File: config.mk
export PLATFORM = sky130hd
export DESIGN_NAME = seg7_scan_flat
export DESIGN_NICKNAME = d
export VERILOG_FILES = /design/src/rtl/seg7_scan_if.sv /design/src/rtl/seg7_scan.sv /design/src/flat_wrapper.sv
export SDC_FILE = /design/constraint.sdc
export NUM_CORES = 1
export LEC_CHECK = 0
export CORE_AREA = 4 4 177 93
export CTS_CLUSTER_DIAMETER = 120
export DETAILED_ROUTE_END_ITERATION = 10
export DIE_AREA = 0 0 181 97
export GPL_TIMING_DRIVEN = 0
export PLACE_DENSITY_LB_ADDON = 0.25
export SYNTH_ARGS = -nofsm -noshare
export SYNTH_HDL_FRONTEND = slang
export SYNTH_SLANG_ARGS = --single-unit
File: constraint.sdc
create_clock -name clk -period 2.7 [get_ports clk]
set_clock_uncertainty 0.05 [all_clocks]
set_input_delay 0.54 -clock clk [delete_from_list [all_inputs] [get_ports clk]]
set_output_delay 0.54 -clock clk [all_outputs]
set_load 0.01 [all_outputs]
File: src/rtl/seg7_scan_if.sv
// rtl/seg7_scan_if.sv - host/display bundle for the eight-digit seven-segment scanner
interface seg7_scan_if;
   logic [31:0] data_in;
   logic        load;
   logic [7:0]  digit_en;
   logic        blank_lz;
   logic [7:0]  an;
   logic [7:0]  seg;
   logic        frame_done;

   // Host side: drives data and controls, observes the display pins.
   modport master (
      output data_in, load, digit_en, blank_lz,
      input  an, seg, frame_done
   );

   // Scanner side.
   modport slave (
      input  data_in, load, digit_en, blank_lz,
      output an, seg, frame_done
   );
endinterface

File: src/rtl/seg7_scan.sv
// rtl/seg7_scan.sv - double-buffered multiplexed hex display scanner
module seg7_scan #(
   parameter int DIGITS = 8,
   parameter int DWELL  = 10
) (
   input  logic        clk,
   input  logic        rst,
   seg7_scan_if.slave  bus
);

   localparam int CW = (DWELL > 2) ? $clog2(DWELL) : 1;
   localparam logic [CW-1:0] DWELL_LAST = CW'(DWELL - 1);

   logic [CW-1:0] dwell_q, dwell_d;
   logic [2:0]    idx_q, idx_d;
   logic [31:0]   shadow_q, shadow_d;
   logic [31:0]   pending_q, pending_d;
   logic          pend_q, pend_d;
   logic [7:0]    an_q, an_d;
   logic [7:0]    seg_q, seg_d;
   logic          fd_q, fd_d;

   logic          dwell_last;
   logic          boundary;
   logic [31:0]   nib_shift;
   logic [3:0]    nibble;
   logic [DIGITS-1:0] zero_above;
   logic          lit;

   // Segment patterns {dp,g,f,e,d,c,b,a}, active-low, dp kept off.
   function automatic logic [7:0] hex_decode(input logic [3:0] n);
      logic [7:0] s;
      case (n)
         4'h0: s = 8'hC0;
         4'h1: s = 8'hF9;
         4'h2: s = 8'hA4;
         4'h3: s = 8'hB0;
         4'h4: s = 8'h99;
         4'h5: s = 8'h92;
         4'h6: s = 8'h82;
         4'h7: s = 8'hF8;
         4'h8: s = 8'h80;
         4'h9: s = 8'h90;
         4'hA: s = 8'h88;
         4'hB: s = 8'h83;
         4'hC: s = 8'hC6;
         4'hD: s = 8'hA1;
         4'hE: s = 8'h86;
         default: s = 8'h8E;
      endcase
      return s;
   endfunction

   assign dwell_last = (dwell_q == DWELL_LAST);
   assign boundary   = dwell_last && (idx_q == 3'd7);

   // Scan position: dwell counter wraps each digit slot, digit index steps on the last dwell cycle.
   always_comb begin
      dwell_d = dwell_last ? '0 : dwell_q + 1'b1;
      idx_d   = dwell_last ? idx_q + 3'd1 : idx_q;
      fd_d    = boundary;
   end

   // Double buffer: loads park in pending, shadow swaps only at the frame boundary;
   // a load landing on the boundary itself goes straight to shadow.
   always_comb begin
      shadow_d  = shadow_q;
      pending_d = pending_q;
      pend_d    = pend_q;
      if (boundary && bus.load) begin
         shadow_d = bus.data_in;
         pend_d   = 1'b0;
      end else if (bus.load) begin
         pending_d = bus.data_in;
         pend_d    = 1'b1;
      end else if (boundary && pend_q) begin
         shadow_d = pending_q;
         pend_d   = 1'b0;
      end
   end

   // Display drive: ghost-guard blank on the first dwell cycle, otherwise light the
   // current digit unless disabled or a suppressed leading zero.
   always_comb begin
      nib_shift = shadow_q >> {idx_q, 2'b00};
      nibble    = nib_shift[3:0];
      for (int k = 0; k < DIGITS; k++) begin
         zero_above[k] = ((shadow_q >> (4 * k)) == 32'd0);
      end
      lit = (dwell_q != '0) && bus.digit_en[idx_q]
            && !(bus.blank_lz && (idx_q != 3'd0) && zero_above[idx_q]);
      an_d  = 8'hFF;
      seg_d = 8'hFF;
      if (lit) begin
         an_d  = ~(8'h01 << idx_q);
         seg_d = hex_decode(nibble);
      end
   end

   // State and registered outputs; reset also discards any pending load.
   always_ff @(posedge clk) begin
      if (rst) begin
         dwell_q   <= '0;
         idx_q     <= 3'd0;
         shadow_q  <= 32'd0;
         pending_q <= 32'd0;
         pend_q    <= 1'b0;
         an_q      <= 8'hFF;
         seg_q     <= 8'hFF;
         fd_q      <= 1'b0;
      end else begin
         dwell_q   <= dwell_d;
         idx_q     <= idx_d;
         shadow_q  <= shadow_d;
         pending_q <= pending_d;
         pend_q    <= pend_d;
         an_q      <= an_d;
         seg_q     <= seg_d;
         fd_q      <= fd_d;
      end
   end

   assign bus.an         = an_q;
   assign bus.seg        = seg_q;
   assign bus.frame_done = fd_q;

endmodule

File: src/flat_wrapper.sv
// flat-port wrapper written by rule: the top's interface ports become plain ports
module seg7_scan_flat 
#(
   parameter int DIGITS = 8,
   parameter int DWELL  = 10
)
  (clk, rst, bus_data_in, bus_load, bus_digit_en, bus_blank_lz, bus_an, bus_seg, bus_frame_done);
  seg7_scan_if bus_i ();
  input  logic clk;
  input  logic rst;
  input wire logic [$bits(bus_i.data_in)-1:0] bus_data_in;
  input wire logic [$bits(bus_i.load)-1:0] bus_load;
  input wire logic [$bits(bus_i.digit_en)-1:0] bus_digit_en;
  input wire logic [$bits(bus_i.blank_lz)-1:0] bus_blank_lz;
  output wire logic [$bits(bus_i.an)-1:0] bus_an;
  output wire logic [$bits(bus_i.seg)-1:0] bus_seg;
  output wire logic [$bits(bus_i.frame_done)-1:0] bus_frame_done;
  assign bus_i.data_in = bus_data_in;
  assign bus_i.load = bus_load;
  assign bus_i.digit_en = bus_digit_en;
  assign bus_i.blank_lz = bus_blank_lz;
  assign bus_an = bus_i.an;
  assign bus_seg = bus_i.seg;
  assign bus_frame_done = bus_i.frame_done;
  seg7_scan #(.DIGITS(DIGITS), .DWELL(DWELL)) u_core (.clk(clk), .rst(rst), .bus(bus_i));
endmodule
==> summary.md, run 1 <==
| Metric | Value |
|---|---|
| H-tree depth | 3 |
| Fillers | 1543 |
| Outcome | finished clean |
| Gpl congestion | approximately 0.88 |
| Crit path launch type | flip-flop |
| Slew margin rel. | 0.590 |
| Crit path time final | roughly 2.5 ns |
| Routed Antenna Nets | 0 |
| Share of cells above drive strength 1 | 0.0734 |
| Root Driver | clkbuf_16 |
| Critical path required time | ~2.9 ns |
| Synth top area cells | dfxtp_1 40%, nor2_1 8.8%, a21oi_1 7.6% |
| Commonest cells after routing, fill and taps aside | 104 x nor2_1, 88 x dfxtp_1, 82 x nand2_1 |
| Warnings, synthesis | 0 |
| Post-Syn Area | 4420 sq um |
| DRT Wirelength | about 14000 um |
| Avg Cell Area, Syn | 8.06 sq um |
| GRT Total Usage | 0.155 |
| Synth top area share | 0.399 |
| Fmax achieved | between 0.3 and 0.4 GHz |
| Die area | 17600 sq um |
| Critical setup path kind | flip-flop to flip-flop |
| Port bufs | 58 |
| Cts hold-fix bufs | 0 |
| Hold WS | 0.406 ns |
| Synth area leader | dfxtp_1 |
| Ys flop type | dfxtp_1 |
| Cts bufs inserted | 9 |
| Worst-Margin Slew | approximately 0.61 ns |
| CTS sink cnt | 88 |
| VDD IR-drop max | 0.265 mV |
| P&R area growth vs syn | 26.4% |
| Post-DP HPWL | ~10000 um |
| Most common cell after layout, fill and taps aside | nor2_1 |
| RSZ-0062 raised after global routing | no |
| Max-Cap Viols | 0 |
| Die Span X | 181 um |
| Number of placement rows | 32 |
| Seq/Total Area, Yosys | 0.399 |
| First-pass GRT wire length | 21800 um |
| CTS tree | built |
| Worst-Skew Late Latency | ~0.35 ns |
| Type of the worst min-delay path | flip-flop to flip-flop |
| Non-Filler Instances | roughly 830 |
| Vias | 4253 |
| Dpl cells | 810 |
| Vias per std cell | 5.12 |
| Async set or reset register ratio after synthesis | 0 |
| Worst EP arrival | 2.69 ns |
| Final Hold Vio Count | 0 |
| Synth Register Bits | between 80 and 90 |
| Vias in the first global route | 3956 |
| Final period util | 0.937 |
| Critical Path Fanout Max | 10 |
| GRT overflow | 0 |
| Routed WL per cell | 16.5 um |
| DRC errors left | 0 |
| CP Capture Type | flip-flop |
| Initial antenna violation count | 0 |
| Ant diodes | 0 |
| Final setup TNS | 0 ns |
| Initial core utilization | 0.294 |
| Leak pwr | 0.00210 uW |
| Final #Nets | 681 |
| Clock buffer depth | 2 |
| Pre-Repair DR Iteration Count | 5 |
| Post-Synthesis Cells | 548 |
| Die Span Y | 97 um |
| Drt first-iter violations | 409 |
| Netlist cell types | 44 |
| Slew Viols, Final | 0 |
| Final count of negative-setup-slack endpoints | 0 |
| Io pins | 61 |
| Core ar. | 15000 sq um |
| Power Density | 507 nW/um^2 |
| Post-synth EDFFs | 0 |
| Syn Nets | 607 |
| Reg clk slew, reported paths | 0.07 ns |
| Pin count of the biggest net entering global routing | 16 |
what timing repair did:
action,in CTS,in global routing
pin swaps,0,1
gates resized for setup,2,0
endpoints found under the setup margin,1,63
setup buffers,0,5
sequential cells by signal (all words and copies together), names as in the netlist:
register,flops
u_core.bus.an,8
u_core.bus.frame_done,1
u_core.bus.seg,7
u_core.dwell_q,4
u_core.idx_q,3
u_core.pend_q,1
u_core.pending_q,32
u_core.shadow_q,32
per-layer routing:
metal / up-vias / track usage / wire length, um
met3: 9 / 0.0417 / 1160
met1: 1996 / 0.253 / 7330
met2: 178 / 0.201 / 5150
met5: - / 0 / 0
li1: 2070 / - / -
met4: 0 / 0.0282 / 101
cell families after synthesis:
logic type      Yosys count  synth area share
mux                      18            0.0796
buf+inv                  55            0.0566
other cells               1          0.000849
xor+xnor                  3           0.00595
simple gates            254             0.253
compound gates          114             0.163
flops                    88             0.399
fa+ha+maj                15            0.0425
area by class of cell:
cell class | instances | area [sq um] | share of cell area
Multi-Input combinational cell | 405 | 2420 | 0.433
Clock inverter | 6 | 43.8 | 0.00784
Inverter | 10 | 37.5 | 0.00672
Clock buffer | 10 | 239 | 0.0428
Buffer | 45 | 213 | 0.0381
Tap cell | 204 | 255 | 0.0457
Timing Repair Buffer | 63 | 618 | 0.111
Sequential cell | 88 | 1760 | 0.315
synthesized netlist by cell type, types with 2 or more instances:
library cell and n:
or3_1 30, o221ai_1 30, nor2_2 2, nor3_1 7, and2_1 2, nor4_1 9, inv_1 9, dfxtp_1 88
o22ai_1 3, mux2i_1 4, buf_2 7, a21o_1 2, nand2_1 82, a211o_1 2, ha_1 15, clkbuf_1 33
nor3b_1 2, nor2_1 104, mux2_4 2, nand3_1 10, a21oi_1 67, a211oi_1 4, mux4_1 6, mux4_2 4
o211ai_1 2, xnor2_1 3, buf_6 2
critical path, cell delays in order, from the launching register on:
cell and delay [ns]:
dfxtp_1 0.38, buf_6 0.17, buf_12 0.14, mux4_1 0.61, mux2i_4 0.20, inv_1 0.09
ha_1 0.26, mux2_4 0.29, mux2i_1 0.13, nand2_1 0.06
power breakdown:
part	switching (uW)	total, uW	internal (uW)
Clock	546	1200	652
Combinational	156	281	125
Sequential	19.4	1360	1340
worst paths after layout:
kind / slack [ns] / cells past startpoint / from / end
worst max-delay path: 0.17 / 9 / u_core.idx_q[0] / u_core.bus.seg[3]
worst min register to register: 0.41 / 2 / u_core.pending_q[29] / u_core.pending_q[29]
worst min-delay path: 0.41 / 2 / u_core.pending_q[29] / u_core.pending_q[29]
worst max register to register: 0.17 / 9 / u_core.idx_q[0] / u_core.bus.seg[3]
through the flow:
step           setup slack (ns)  total power (uW)   util  cell area [sq um]
2_1_floorplan             0.217              1530      -               4420
3_3_place_gp            -0.0872              1660  0.350               5260
3_5_place_dp             -0.128              1660  0.350               5260
4_1_cts                  0.0176              2860  0.370               5550
5_1_grt                 0.00808              2940  0.372               5590
6_report                  0.171              2830  0.372               5590
Note: power is estimated with default switching activity, not from simulation.
==> run 2, diff against run 1 <==
PLACE_DENSITY = 0.55   (was unset)
PLACE_DENSITY_LB_ADDON = unset   (was 0.25)
clock period = 2.63 ns   (was 2.7 ns; I/O delays follow)
==> run 2 against run 1 <==
  * Non-clock buffer count fell by 2
  * Combinational power rose by 4%
  * Total power rose by 2.1%
  * Hold slack got worse by 0.00070 ns
  * Clock-buffer cell count did not move
  * Sequential power barely moved
  * Global-route usage rose by 0.67 points
  * Sequential share of layout area rose by 0.14 points
  * Die area did not move
  * Clock power barely moved
  * Maximum frequency rose by 0.84%
  * Core utilization fell by 0.14 points
  * Critical path type unchanged
  * Critical endpoint unchanged
  * Largest cell class unchanged
  * Largest power group unchanged
  * Highest routed layer unchanged
==> summary.md, run 2 (synthesis gave the netlist of run 1 again) <==
| Metric | Value |
|---|---|
| Routed WL per cell | 17.2 um |
| CTS tree | built |
| Gpl congestion | 0.917 |
| First-pass GRT wire length | 22500 um |
| Initial antenna violation count | 0 |
| WL met2 | 5430 um |
| Vias | ~4200 |
| Worst EP arrival | 2.66 ns |
| Worst-Margin Slew | 0.609 ns |
| Non-Filler Instances | 829 |
| Core ar. | 15000 sq um |
| Power Density | 520 nW/um^2 |
| Vias per std cell | 5.08 |
| Critical path required time | 2.78 ns |
| Root Driver | clkbuf_16 |
| GRT Total Usage | 0.162 |
| Final period util | 0.954 |
| Port bufs | 58 |
| Most common cell after layout, fill and taps aside | nor2_1 |
| GRT overflow | 0 |
| P&R area growth vs syn | 26.0% |
| Crit path time final | ~2.5 ns |
| Highest routed layer | met4 |
| Ant diodes | 0 |
| Io pins | 61 |
| Clock buffer depth | 2 |
| Final Hold Vio Count | 0 |
| RSZ-0062 raised after global routing | no |
| Initial core utilization | 0.294 |
| Met3 wire length | 1050 um |
| CTS sink cnt | 88 |
| Critical Path Fanout Max | 10 |
| Type of the worst min-delay path | flip-flop to flip-flop |
| Final count of negative-setup-slack endpoints | 0 |
| Slack of the critical path | 0.122 ns |
| H-tree depth | 3 |
| Commonest cells after routing, fill and taps aside | 104 x nor2_1, 87 x dfxtp_1, 82 x nand2_1 |
| WL met1 | 7680 um |
| Post-route cell area | roughly 5600 sq um |
| VDD IR-drop max | 0.239 mV |
| Max-Cap Viols | 0 |
| Fmax achieved | approximately 0.40 GHz |
| Die Span Y | 97 um |
| Share of cells above drive strength 1 | 0.0752 |
| CP Capture Type | flip-flop |
| Critical setup path kind | flip-flop to flip-flop |
| Slew Viols, Final | 0 |
| Final #Nets | 679 |
| Crit path launch type | flip-flop |
| Pin count of the biggest net entering global routing | 16 |
| Post-DP HPWL | between 10000 and 15000 um |
| Slew margin rel. | 0.594 |
| Routed Antenna Nets | 0 |
| Leak pwr | 0.00209 uW |
| DRC errors left | 0 |
| Vias in the first global route | just over 4000 |
| Hold WS | 0.406 ns |
| Die area | 17600 sq um |
| Setup WS pre-CTS | -0.224 ns |
| Worst-Skew Late Latency | 0.35 ns |
| Dpl cells | 810 |
| Cts bufs inserted | 9 |
| Final setup TNS | 0 ns |
| Placed Area | 5260 sq um |
| Drt first-iter violations | 259 |
| Die Span X | 181 um |
| Cts hold-fix bufs | 0 |
| Outcome | finished clean |
| Pre-Repair DR Iteration Count | 5 |
| Reg clk slew, reported paths | 0.07 ns |
| DRT Wirelength | 14300 um |
| Number of placement rows | 32 |
-- run 2: cell types whose count changed in the layout (fill, tap and decap cells not counted) --
cell / previous run / this run
buf_4: 6 / 4
clkbuf_1: 33 / 31
clkbuf_2: 0 / 3
clkbuf_8: 1 / 0
clkinv_4: 2 / 0
clkinvlp_4: 1 / 2
dfxtp_1: 88 / 87
dfxtp_2: 0 / 1
inv_6: 1 / 2
-- run 2: per-stage QoR --
step / util / total power [uW]
3_3_place_gp: 0.350 / 1700
5_1_grt: 0.371 / 3010
3_5_place_dp: 0.350 / 1710
4_1_cts: 0.369 / 2910
2_1_floorplan: - / 1570
6_report: 0.371 / 2890
-- run 2: power breakdown --
group          switching (uW)  internal (uW)
Clock                     564            644
Sequential               21.1           1370
Combinational             163            129
Total                     748           2150
-- run 2: path summary, 6_finish.rpt --
kind / from / endpoint / slack (ns) / cells past startpoint
setup reg to reg: u_core.idx_q[0] / u_core.bus.seg[3] / 0.12 / 9
hold / removal: u_core.pending_q[30] / u_core.pending_q[30] / 0.41 / 2
setup / recovery: u_core.idx_q[0] / u_core.bus.seg[3] / 0.12 / 9
hold reg to reg: u_core.pending_q[30] / u_core.pending_q[30] / 0.41 / 2
-- run 2: per-layer routing --
metal / up-vias / track usage
li1: 2064 / -
met1: 1980 / 0.258
met2: 154 / 0.216
met3: 13 / 0.0447
met4: 0 / 0.0300
met5: - / 0
-- run 2: worst max-delay path, stage by stage, from the launching register on --
cell and delay (ns):
dfxtp_1 0.38, buf_6 0.17, buf_12 0.14, mux4_1 0.60, mux2i_4 0.21, inv_1 0.09
ha_1 0.25, mux2_4 0.28, mux2i_1 0.13, nand2_1 0.07
-- run 2: final cells by class --
type | instances | area [sq um]
sequential | 88 | 1760
tap | 204 | 255
clock buffer | 10 | 229
buffer | 45 | 216
multi-input combinational | 405 | 2420
clock inverter | 6 | 42.5
timing repair buffer | 61 | 603
fill | 1539 | 9450
inverter | 10 | 37.5
-- run 2: what timing repair did --
item,4_1_cts,5_1_grt
endpoints found under the setup margin,15,64
pin swaps,0,1
gates resized for setup,3,5
buffers inserted,0,3
==> run 3, diff against run 2 <==
SKIP_LAST_GASP = 1   (was unset)
==> results of run 3 <==
The final DEF is identical to that of run 2; final timing and power are the same.
